`config.mk`:
```
export PLATFORM = sky130hd
export DESIGN_NAME = coeff_mem_sched
export DESIGN_NICKNAME = d
export VERILOG_FILES = /design/src/rtl/awgn_pkg.sv /design/src/rtl/port0_rr_arb.sv /design/src/rtl/coeff_mem_sched.sv
export SDC_FILE = /design/constraint.sdc
export NUM_CORES = 1
export LEC_CHECK = 0
export BUFFER_PORTS_ARGS = -buffer_cell sky130_fd_sc_hd__clkbuf_2
export CAP_MARGIN = 20
export CORE_MARGIN = 10
export CORE_UTILIZATION = 46
export DETAILED_ROUTE_END_ITERATION = 16
export GPL_ROUTABILITY_DRIVEN = 0
export GPL_TIMING_DRIVEN = 1
export PLACE_DENSITY = 0.95
export SYNTH_ARGS = -nofsm -noshare
export SYNTH_HDL_FRONTEND = slang
export SYNTH_SLANG_ARGS = --single-unit
```
`constraint.sdc`:
```
create_clock -name clk -period 5.05 [get_ports clk]
set_clock_uncertainty 0.15 [all_clocks]
set_input_delay 0.505 -clock clk [delete_from_list [all_inputs] [get_ports clk]]
set_output_delay 0.505 -clock clk [all_outputs]
set_load 0.02 [all_outputs]
```
`src/rtl/awgn_pkg.sv`:
```
`default_nettype none
// ============================================================================
// Module      : awgn_pkg
// Description : Shared types and sizing for the AWGN core coefficient-memory
//               scheduler. Holds the cos-table geometry, the scheduler FSM
//               state encoding and the port-0 owner encoding used by the
//               round-robin arbiter.
// Contents    : COEFF_DEPTH / COEFF_AW / COEFF_DW  - table geometry
//               sched_state_t                      - scheduler FSM states
//               p0_owner_t                         - port-0 last-winner type
// Revision    : 1.0 - initial release
// ============================================================================
package awgn_pkg;

  localparam int COEFF_DEPTH = 128;
  localparam int COEFF_AW    = 7;
  localparam int COEFF_DW    = 19;

  typedef enum logic [1:0] {
    ST_IDLE = 2'd0,
    ST_LOAD = 2'd1,
    ST_RUN  = 2'd2
  } sched_state_t;

  // Owner of port 0 in the most recent granted cycle. Resetting to
  // OWN_RQ0 makes the updater the preferred side on the first contention.
  typedef enum logic {
    OWN_RQ0 = 1'b0,
    OWN_UPD = 1'b1
  } p0_owner_t;

endpackage : awgn_pkg
`default_nettype wire

```
`src/rtl/port0_rr_arb.sv`:
```
`default_nettype none
// ============================================================================
// Module      : port0_rr_arb
// Description : Two-way round-robin arbiter for memory port 0. Requester 0
//               (lookup) and the single-word updater compete; a lone request
//               always wins, and on contention the side that did not win
//               last time is granted.
// Ports       : clk         - clock, rising edge
//               rst         - asynchronous active-high reset
//               rq_req_i    - lookup requester 0 wants port 0
//               upd_req_i   - updater wants port 0
//               rq_gnt_o    - lookup requester 0 owns port 0 this cycle
//               upd_gnt_o   - updater owns port 0 this cycle
// Revision    : 1.0 - initial release
// ============================================================================
module port0_rr_arb
  import awgn_pkg::*;
(
  input  logic clk,
  input  logic rst,
  input  logic rq_req_i,
  input  logic upd_req_i,
  output logic rq_gnt_o,
  output logic upd_gnt_o
);

  p0_owner_t last_q;
  p0_owner_t last_d;
  logic      upd_win;
  logic      rq_win;

  always_comb begin
    // Updater wins when alone, or on contention when requester 0 won last.
    upd_win = upd_req_i & (~rq_req_i | (last_q == OWN_RQ0));
    rq_win  = rq_req_i & ~upd_win;
    last_d  = last_q;
    if (upd_win) begin
      last_d = OWN_UPD;
    end else if (rq_win) begin
      last_d = OWN_RQ0;
    end
  end

  always_ff @(posedge clk or posedge rst) begin
    if (rst) begin
      last_q <= OWN_RQ0;
    end else begin
      last_q <= last_d;
    end
  end

  assign rq_gnt_o  = rq_win;
  assign upd_gnt_o = upd_win;

endmodule : port0_rr_arb
`default_nettype wire

```
`src/rtl/coeff_mem_sched.sv`:
```
`default_nettype none
// ============================================================================
// Module      : coeff_mem_sched
// Description : Controller and port scheduler for the dual-port cos
//               coefficient memory. Sequences a full host table load, then
//               shares the two memory ports between two Box-Muller lookup
//               requesters and single-word host updates, with a fixed
//               two-cycle read latency and a write/read hazard guard.
// Ports       : clk, rst                 - clock / async active-high reset
//               load_start               - begin a full load at address 0
//               ld_valid/ld_ready/ld_data - load word handshake
//               load_done, table_ok      - load complete pulse / table valid
//               upd_valid/upd_ready/upd_addr/upd_data - word update
//               rqN_req/rqN_addr/rqN_gnt - lookup request/grant (N=0,1)
//               rqN_rvalid/rqN_rdata     - lookup result (N=0,1)
//               mem_we_N/mem_addr_N/mem_wdata - memory control
//               mem_rdata_N              - memory read data
// Revision    : 1.0 - initial release
// ============================================================================
module coeff_mem_sched
  import awgn_pkg::*;
#(
  parameter int ADDR_WIDTH = COEFF_AW,
  parameter int DATA_WIDTH = COEFF_DW
) (
  input  logic                  clk,
  input  logic                  rst,
  // load / config
  input  logic                  load_start,
  input  logic                  ld_valid,
  output logic                  ld_ready,
  input  logic [DATA_WIDTH-1:0] ld_data,
  output logic                  load_done,
  output logic                  table_ok,
  // single-word update
  input  logic                  upd_valid,
  output logic                  upd_ready,
  input  logic [ADDR_WIDTH-1:0] upd_addr,
  input  logic [DATA_WIDTH-1:0] upd_data,
  // lookup requesters
  input  logic                  rq0_req,
  input  logic                  rq1_req,
  input  logic [ADDR_WIDTH-1:0] rq0_addr,
  input  logic [ADDR_WIDTH-1:0] rq1_addr,
  output logic                  rq0_gnt,
  output logic                  rq1_gnt,
  output logic                  rq0_rvalid,
  output logic                  rq1_rvalid,
  output logic [DATA_WIDTH-1:0] rq0_rdata,
  output logic [DATA_WIDTH-1:0] rq1_rdata,
  // memory side
  output logic                  mem_we_0,
  output logic                  mem_we_1,
  output logic [ADDR_WIDTH-1:0] mem_addr_0,
  output logic [ADDR_WIDTH-1:0] mem_addr_1,
  output logic [DATA_WIDTH-1:0] mem_wdata,
  input  logic [DATA_WIDTH-1:0] mem_rdata_0,
  input  logic [DATA_WIDTH-1:0] mem_rdata_1
);

  localparam logic [ADDR_WIDTH-1:0] ADDR_ONE = ADDR_WIDTH'(1);

  // --------------------------------------------------------------------------
  // Load sequencer FSM
  // --------------------------------------------------------------------------
  sched_state_t          state_q, state_d;
  logic [ADDR_WIDTH-1:0] ld_cnt_q, ld_cnt_d;
  logic                  last_pend_q, last_pend_d;
  logic                  load_done_q, load_done_d;
  logic                  table_ok_q, table_ok_d;
  logic                  ld_ready_w;

  always_comb begin
    state_d     = state_q;
    ld_cnt_d    = ld_cnt_q;
    last_pend_d = 1'b0;
    load_done_d = 1'b0;
    table_ok_d  = table_ok_q;
    ld_ready_w  = 1'b0;
    case (state_q)
      ST_IDLE: begin
        if (load_start) begin
          state_d  = ST_LOAD;
          ld_cnt_d = '0;
        end
      end
      ST_LOAD: begin
        if (load_start) begin
          // Restart wins over any word offered in the same cycle.
          ld_cnt_d = '0;
        end else if (last_pend_q) begin
          // Final word is being committed this cycle; finish the load on
          // the following cycle. ld_ready stays low so the wrapped counter
          // cannot overwrite address 0.
          state_d     = ST_RUN;
          load_done_d = 1'b1;
          table_ok_d  = 1'b1;
        end else begin
          ld_ready_w = 1'b1;
          if (ld_valid) begin
            ld_cnt_d    = ld_cnt_q + ADDR_ONE;
            last_pend_d = &ld_cnt_q;
          end
        end
      end
      ST_RUN: begin
        if (load_start) begin
          state_d    = ST_LOAD;
          ld_cnt_d   = '0;
          table_ok_d = 1'b0;
        end
      end
      default: begin
        state_d = ST_IDLE;
      end
    endcase
  end

  always_ff @(posedge clk or posedge rst) begin
    if (rst) begin
      state_q     <= ST_IDLE;
      ld_cnt_q    <= '0;
      last_pend_q <= 1'b0;
      load_done_q <= 1'b0;
      table_ok_q  <= 1'b0;
    end else begin
      state_q     <= state_d;
      ld_cnt_q    <= ld_cnt_d;
      last_pend_q <= last_pend_d;
      load_done_q <= load_done_d;
      table_ok_q  <= table_ok_d;
    end
  end

  // --------------------------------------------------------------------------
  // Port scheduling
  // --------------------------------------------------------------------------
  logic run_w;
  logic arb_rq_gnt;
  logic arb_upd_gnt;
  logic ld_hs_w;
  logic wr_en_w;
  logic hazard_w;
  logic rq1_gnt_w;
  logic [ADDR_WIDTH-1:0] wr_addr_w;
  logic [DATA_WIDTH-1:0] wr_data_w;

  assign run_w = (state_q == ST_RUN);

  port0_rr_arb u_port0_arb (
    .clk       (clk),
    .rst       (rst),
    .rq_req_i  (run_w & rq0_req),
    .upd_req_i (run_w & upd_valid),
    .rq_gnt_o  (arb_rq_gnt),
    .upd_gnt_o (arb_upd_gnt)
  );

  // Load writes only happen in LOAD and updates only in RUN, so at most one
  // write source is active in any cycle.
  assign ld_hs_w   = ld_ready_w & ld_valid;
  assign wr_en_w   = ld_hs_w | arb_upd_gnt;
  assign wr_addr_w = ld_hs_w ? ld_cnt_q : upd_addr;
  assign wr_data_w = ld_hs_w ? ld_data : upd_data;

  // The write being registered now commits at the end of the next cycle,
  // exactly when a port-1 read of the same address would sample the old
  // word; hold requester 1 off for one cycle so it observes the new value.
  assign hazard_w  = wr_en_w & (wr_addr_w == rq1_addr);
  assign rq1_gnt_w = run_w & rq1_req & ~hazard_w;

  // --------------------------------------------------------------------------
  // Memory address/write registers and read-valid pipeline
  // --------------------------------------------------------------------------
  logic                  mem_we_0_q;
  logic [ADDR_WIDTH-1:0] mem_addr_0_q, mem_addr_0_d;
  logic [ADDR_WIDTH-1:0] mem_addr_1_q, mem_addr_1_d;
  logic [DATA_WIDTH-1:0] mem_wdata_q, mem_wdata_d;
  logic                  rd0_pipe_q, rd1_pipe_q;
  logic                  rq0_rvalid_q, rq1_rvalid_q;

  always_comb begin
    mem_addr_0_d = mem_addr_0_q;
    mem_addr_1_d = mem_addr_1_q;
    mem_wdata_d  = '0;
    if (wr_en_w) begin
      mem_addr_0_d = wr_addr_w;
      mem_wdata_d  = wr_data_w;
    end else if (arb_rq_gnt) begin
      mem_addr_0_d = rq0_addr;
    end
    if (rq1_gnt_w) begin
      mem_addr_1_d = rq1_addr;
    end
  end

  always_ff @(posedge clk or posedge rst) begin
    if (rst) begin
      mem_we_0_q   <= 1'b0;
      mem_addr_0_q <= '0;
      mem_addr_1_q <= '0;
      mem_wdata_q  <= '0;
      rd0_pipe_q   <= 1'b0;
      rd1_pipe_q   <= 1'b0;
      rq0_rvalid_q <= 1'b0;
      rq1_rvalid_q <= 1'b0;
    end else begin
      mem_we_0_q   <= wr_en_w;
      mem_addr_0_q <= mem_addr_0_d;
      mem_addr_1_q <= mem_addr_1_d;
      mem_wdata_q  <= mem_wdata_d;
      // Stage 1 marks the cycle the address sits on the memory; stage 2 is
      // the cycle the memory presents the word. Granted reads complete even
      // if a reload begins meanwhile.
      rd0_pipe_q   <= arb_rq_gnt;
      rd1_pipe_q   <= rq1_gnt_w;
      rq0_rvalid_q <= rd0_pipe_q;
      rq1_rvalid_q <= rd1_pipe_q;
    end
  end

  // --------------------------------------------------------------------------
  // Outputs
  // --------------------------------------------------------------------------
  assign ld_ready   = ld_ready_w;
  assign load_done  = load_done_q;
  assign table_ok   = table_ok_q;
  assign upd_ready  = arb_upd_gnt;
  assign rq0_gnt    = arb_rq_gnt;
  assign rq1_gnt    = rq1_gnt_w;
  assign rq0_rvalid = rq0_rvalid_q;
  assign rq1_rvalid = rq1_rvalid_q;
  // The memory output is already registered inside the macro; qualifying it
  // with the registered valid keeps the result at exactly two cycles.
  assign rq0_rdata  = rq0_rvalid_q ? mem_rdata_0 : '0;
  assign rq1_rdata  = rq1_rvalid_q ? mem_rdata_1 : '0;
  assign mem_we_0   = mem_we_0_q;
  assign mem_we_1   = 1'b0;
  assign mem_addr_0 = mem_addr_0_q;
  assign mem_addr_1 = mem_addr_1_q;
  assign mem_wdata  = mem_wdata_q;

endmodule : coeff_mem_sched
`default_nettype wire

```
**Word-level counts from Yosys, hierarchy flattened**

Index checks and enable logic that the tools add are counted.

- Word-level logic and storage cells: 80
- Bits of input ports: 104
- Output and inout bits: 81
- Bits in registers: 51

- Eq/ne operators: 9
- Multiplexer cells: 32
- Reduce and logical (&&, ||, !) cells: 10
- Bitwise gates (word level): 14
- Add/sub/neg operators: 1

Operators with widths:

| cell | count |
|---|---|
| $mux 19 | 4 |
| $mux 7 | 7 |
| $mux 1 | 15 |
| $pmux 7 s2 | 1 |
| $and 1x1->1 | 8 |
| $reduce_and 4->1 | 2 |
| $reduce_bool 2->1 | 4 |
| $add 7x1->7 const B | 1 |
| $eq 7x7->1 | 1 |
| $reduce_and 7->1 | 1 |
| $mux 2 | 3 |
| $ne 2x2->1 const B | 3 |
| $ne 3x3->1 const B | 2 |
| $not 1->1 | 4 |
| $pmux 2 s2 | 1 |
| $reduce_and 3->1 | 1 |
| $eq 2x1->1 const B | 1 |
| $eq 2x2->1 const B | 1 |
| $logic_not 2->1 | 1 |
| $ne 2x1->1 const B | 1 |
| $or 1x1->1 | 2 |
| $pmux 1 s2 | 1 |
| $reduce_or 2->1 | 1 |

**Depth between registers and ports, before layout**

- Depth after elaboration: 9
- Mapped depth: 8
- Gate-level depth less buffers: 7

**Hierarchy**

From an unflattened synthesis, not the netlist that was laid out.

- Cell total of the unflattened synthesis: 294
- Area total of the unflattened synthesis: 2620.0 um^2

Modules (own cells, without submodules):

| module | times used | cells each | area an instance (um^2) | seq. area each (um^2) |
|---|---|---|---|---|
| coeff_mem_sched | 1 | 287 | 2562.5 | 1251.2 |
| port0_rr_arb | 1 | 7 | 57.6 | 25.0 |

**Worst setup path after synthesis**

OpenSTA, ideal clock, no wires.

- Path kind: input to output
- Start: in load_start
- End: out rq1_gnt
- Slack: 2.205 ns
- Data required time: 4.395 ns
- Path buffers: 0
- Stages: 7
- Arrival time: 2.190 ns
- Path through: or4b_4 -> clkinv_2 -> nand2_4 -> mux2i_4 -> xnor2_1 -> nor3_1 -> a21oi_1

- Cells in the longest elaborated chain, start to end: 8
- Elaborated cells between the ends (all ways): 9
- Classes of those cells: eq/ne (1); mux (3); bitwise (5)

Ends and longest elaborated chain:

| what | RTL line | RTL |
|---|---|---|
| start, declared | coeff_mem_sched.sv:29 | `input logic load_start,` |
| $mux 1 * | coeff_mem_sched.sv:88 | `if (load_start) begin` |
| $mux 1 * | coeff_mem_sched.sv:80 | `case (state_q)` |
| via ld_ready | coeff_mem_sched.sv:31 | `output logic ld_ready,` |
| $and 1x1->1 * | coeff_mem_sched.sv:161 | `assign ld_hs_w = ld_ready_w & ld_valid;` |
| $mux 7 | coeff_mem_sched.sv:163 | `assign wr_addr_w = ld_hs_w ? ld_cnt_q : upd_addr;` |
| $eq 7x7->1 | coeff_mem_sched.sv:169 | `assign hazard_w = wr_en_w & (wr_addr_w == rq1_addr);` |
| $and 1x1->1 * | coeff_mem_sched.sv:169 |  |
| $not 1->1 * | coeff_mem_sched.sv:170 | `assign rq1_gnt_w = run_w & rq1_req & ~hazard_w;` |
| $and 1x1->1 * | coeff_mem_sched.sv:170 |  |
| end, declared | coeff_mem_sched.sv:46 | `output logic rq1_gnt,` |

Mark *: on every way through the listed nets, which the timed path passes. The rest lies on a longest branch.

**Worst setup path in the final report**

- Start: reg state_q[1]
- End: out rq1_gnt

- Cells in the longest elaborated chain, start to end: 9
- Elaborated cells between the ends (all ways): 16
- Classes of those cells: eq/ne (3); mux (2); bitwise (11)

Ends and longest elaborated chain:

| what | RTL line | RTL |
|---|---|---|
| start, declared | coeff_mem_sched.sv:66 | `sched_state_t state_q, state_d;` |
| start signal, assigned | coeff_mem_sched.sv:127 | `state_q <= state_d;` |
| branches (longest 8 deep; another with $mux 7) | - |  |
| $and 1x1->1 * | coeff_mem_sched.sv:170 |  |

Every way passes the cells marked *.

==> metrics <==
outcome finished clean; worst reg2reg path depth 6; dpl hpwl 9.06 mm; Netlist cell types 52; Remaining DRCs 0; Post CTS Setup Buffer Count 0; Post-Syn Nets slightly above 400; largest family of logic cells by synthesized area simple AND/OR/NAND/NOR gates; data required time at the worst endpoint between 4000 and 5000 ps; number of flops mapped to enable cells by yosys 0; num ports roughly 190; CP endpoint kind primary output; mux share of post-synthesis cell area 0.0115; Total GRT Usage 0.219; setup ws final around 1200 ps; startpoint types register; largest net degree at the start of global routing between 50 and 60; clk root buf clkbuf_8; reg-to-reg slack, setup roughly 2000 ps; CP max stage cell a311oi_4; # clock sinks 51; Pleak 2.08 nW; Yosys reg bits 51; Initial Util 0.477; Synth Cell Area between 2000 and 3000 sq um; ys flop type dfrtp_1; count leader, synth dfrtp_1; fin util 0.655; Setup-failing EPs final 0; simple-gate share of the synthesized area 0.239; DP Area about 3800 sq um; CTS Hold Buffers Added 0; Post-synth ARST share 1.00; RSZ-0062 raised after global routing no; area fraction in compound gates after synthesis 0.234; Syn. warnings 0; first-pass GRT wire length between 15 and 20 mm; Arrival @ worst endpoint approximately 3200 ps; CP Buf/Inv Count 1; critical path cell sequence or4b_4 > nor2_4 > nand2_2 > a311oi_4 > a21oi_1 > clkbuf_2; DR vias 3084; CTS Buf Count 5; worst-path fanout max 36; Core Rows 28; Antenna Nets Post-Route 0; final net count 589; Die ar. about 10000 sq um; diodes inserted 0; initial antenna violation count 0; core area approximately 6000 sq um; Clock transition at path regs ~90 ps; Rel. slew slack 0.425; wire per inst ~20 um; Post-Synth Adder-Cell Area 0.00441; FMAX between 200 and 300 MHz; Layout Cells excl Fill 560; fin area 3900 sq um; PD cells roughly 220 nW/um^2; sequential fraction of the synthesis area 0.450; CP Class register to primary output; Synth top cells by count dfrtp_1, and2_1, nand2_1; Crit path largest cell delay ~670 ps; synthesized area per cell approximately 9.2 sq um; H-tree level count 2; cell taking the most area after synthesis dfrtp_1; minimum clock period between 3000 and 4000 ps; Hold Vio Cnt, Final 0; Post-Route WL roughly 11 mm; worst hold path type input port to async pin; DIE HEIGHT ~99 um; Placed Cells incl. Taps around 550; Final Cycle Share 0.763; Clk Latency, worst-skew pair 310 ps; worst slack at placement about 1400 ps; Via density between 5 and 6; maximum vdd drop about 130 uV; Overflow after GRT 0; Crit Reg-Reg Startpoint state_q[1]$_DFFE_PP0P_; 1st-pass router iterations 5; DIE WIDTH ~99 um; Clock Tree Buf Depth 2; layout cell share with drive strength beyond 1 0.421; Resize count post-CTS 0; CTS tree done; largest cells by area after synthesis dfrtp_1, and2_1, a22o_1, nand2_1, o21ai_0; XOR/XNOR Fraction of Synth Area 0.0150; Syn-to-layout area delta 37.4%; drt first-iter violations between 200 and 250; delay-heaviest family, CP simple AND/OR/NAND/NOR gates; r2r endpoint mem_addr_1[2]$_DFFE_PP0P_; setup TNS 0 ps; Slew Limit Fails 0; number of global-route vias before repair between 3000 and 4000; Max-Cap Viols 0; share of the synthesized area in the top cell type 0.450; Worst Tran Pin Value about 860 ps; number of port buffers 183; Post-Synthesis Cells around 310
==> routing by layer <==
metal / vias up / GRT usage / wire [um]
met5: - / 0 / 0
met4: 0 / 0.0628 / 223
met3: 21 / 0.0677 / 979
met2: 190 / 0.416 / 6060
met1: 1440 / 0.224 / 3840
li1: 1433 / - / -
==> stage by stage <==
step	total power, mW	hold WS, ps
3_3_place_gp	0.597	183
2_1_floorplan	0.527	181
4_1_cts	0.862	204
3_5_place_dp	0.604	188
5_1_grt	0.895	114
6_report	0.860	62.2
==> kinds of logic (layout without fill, tap and decap cells) <==
group | count (synthesis) | after routing
XOR/XNOR | 4 | 4
AO/OA/AOI/OAI | 95 | 95
buffers and inverters | 29 | 206
adder cells (fa/ha/maj) | 1 | 1
AND/OR/NAND/NOR | 125 | 125
flip-flops | 51 | 51
other | 1 | 1
multiplexers | 2 | 2
==> sequential cells by signal, indices dropped and copies added, names as in the netlist, 2 cells and up <==
register / flops
mem_wdata: 19
ld_cnt_q: 7
mem_addr_0: 7
mem_addr_1: 7
state_q: 2
==> placed cells by master (no fill, tap or decap), types with 6 or more instances in the layout <==
master | Yosys | routed
nor2b_1 | 8 | 8
o21ai_0 | 20 | 20
and2_1 | 41 | 41
dfrtp_1 | 51 | 51
nor2_1 | 15 | 15
clkbuf_8 | 0 | 7
a22o_1 | 19 | 19
o211ai_1 | 6 | 6
nand4_1 | 8 | 8
nand3_1 | 10 | 10
a21oi_1 | 18 | 18
a22oi_1 | 6 | 6
nand2_1 | 29 | 29
o21a_1 | 6 | 6
inv_1 | 11 | 10
clkbuf_2 | 0 | 183
==> power breakdown <==
group	leakage, nW	switching [mW]	total, mW	internal (mW)
logic	1.35	0.0944	0.163	0.0690
registers	0.688	0.0113	0.436	0.425
clock network	0.0505	0.136	0.261	0.125
total	2.08	0.242	0.860	0.618
==> worst reg2reg max path: cells and delay by family, from the launching register on <==
kind	cells	cell delay, ps
simple gates	3	1400
compound gates	3	990
flops	1	430
==> cell type report <==
| class | count | area (sq um) |
|---|---|---|
| tap | 75 | 93.8 |
| clock buffer | 7 | 96.3 |
| sequential | 51 | 1280 |
| timing repair buffer | 185 | 943 |
| multi-input combinational | 228 | 1430 |
| inverter | 13 | 50.0 |
| clock inverter | 1 | 7.51 |
| fill | 486 | 2050 |
==> worst max-delay path by stage <==
stage | cells after the start | endpoint | startpoint | slack (ps)
floorplan | 7 | rq1_gnt | load_start | 2210
global placement | 7 | rq1_gnt | load_start | 1520
detailed placement | 7 | rq1_gnt | load_start | 1400
finish | 6 | rq1_gnt | state_q[1]$_DFFE_PP0P_ | 1190
CTS | 6 | rq1_gnt | state_q[1]$_DFFE_PP0P_ | 1240
global route | 7 | rq1_gnt | state_q[1]$_DFFE_PP0P_ | 1000
(Power assumes the default switching activity.)
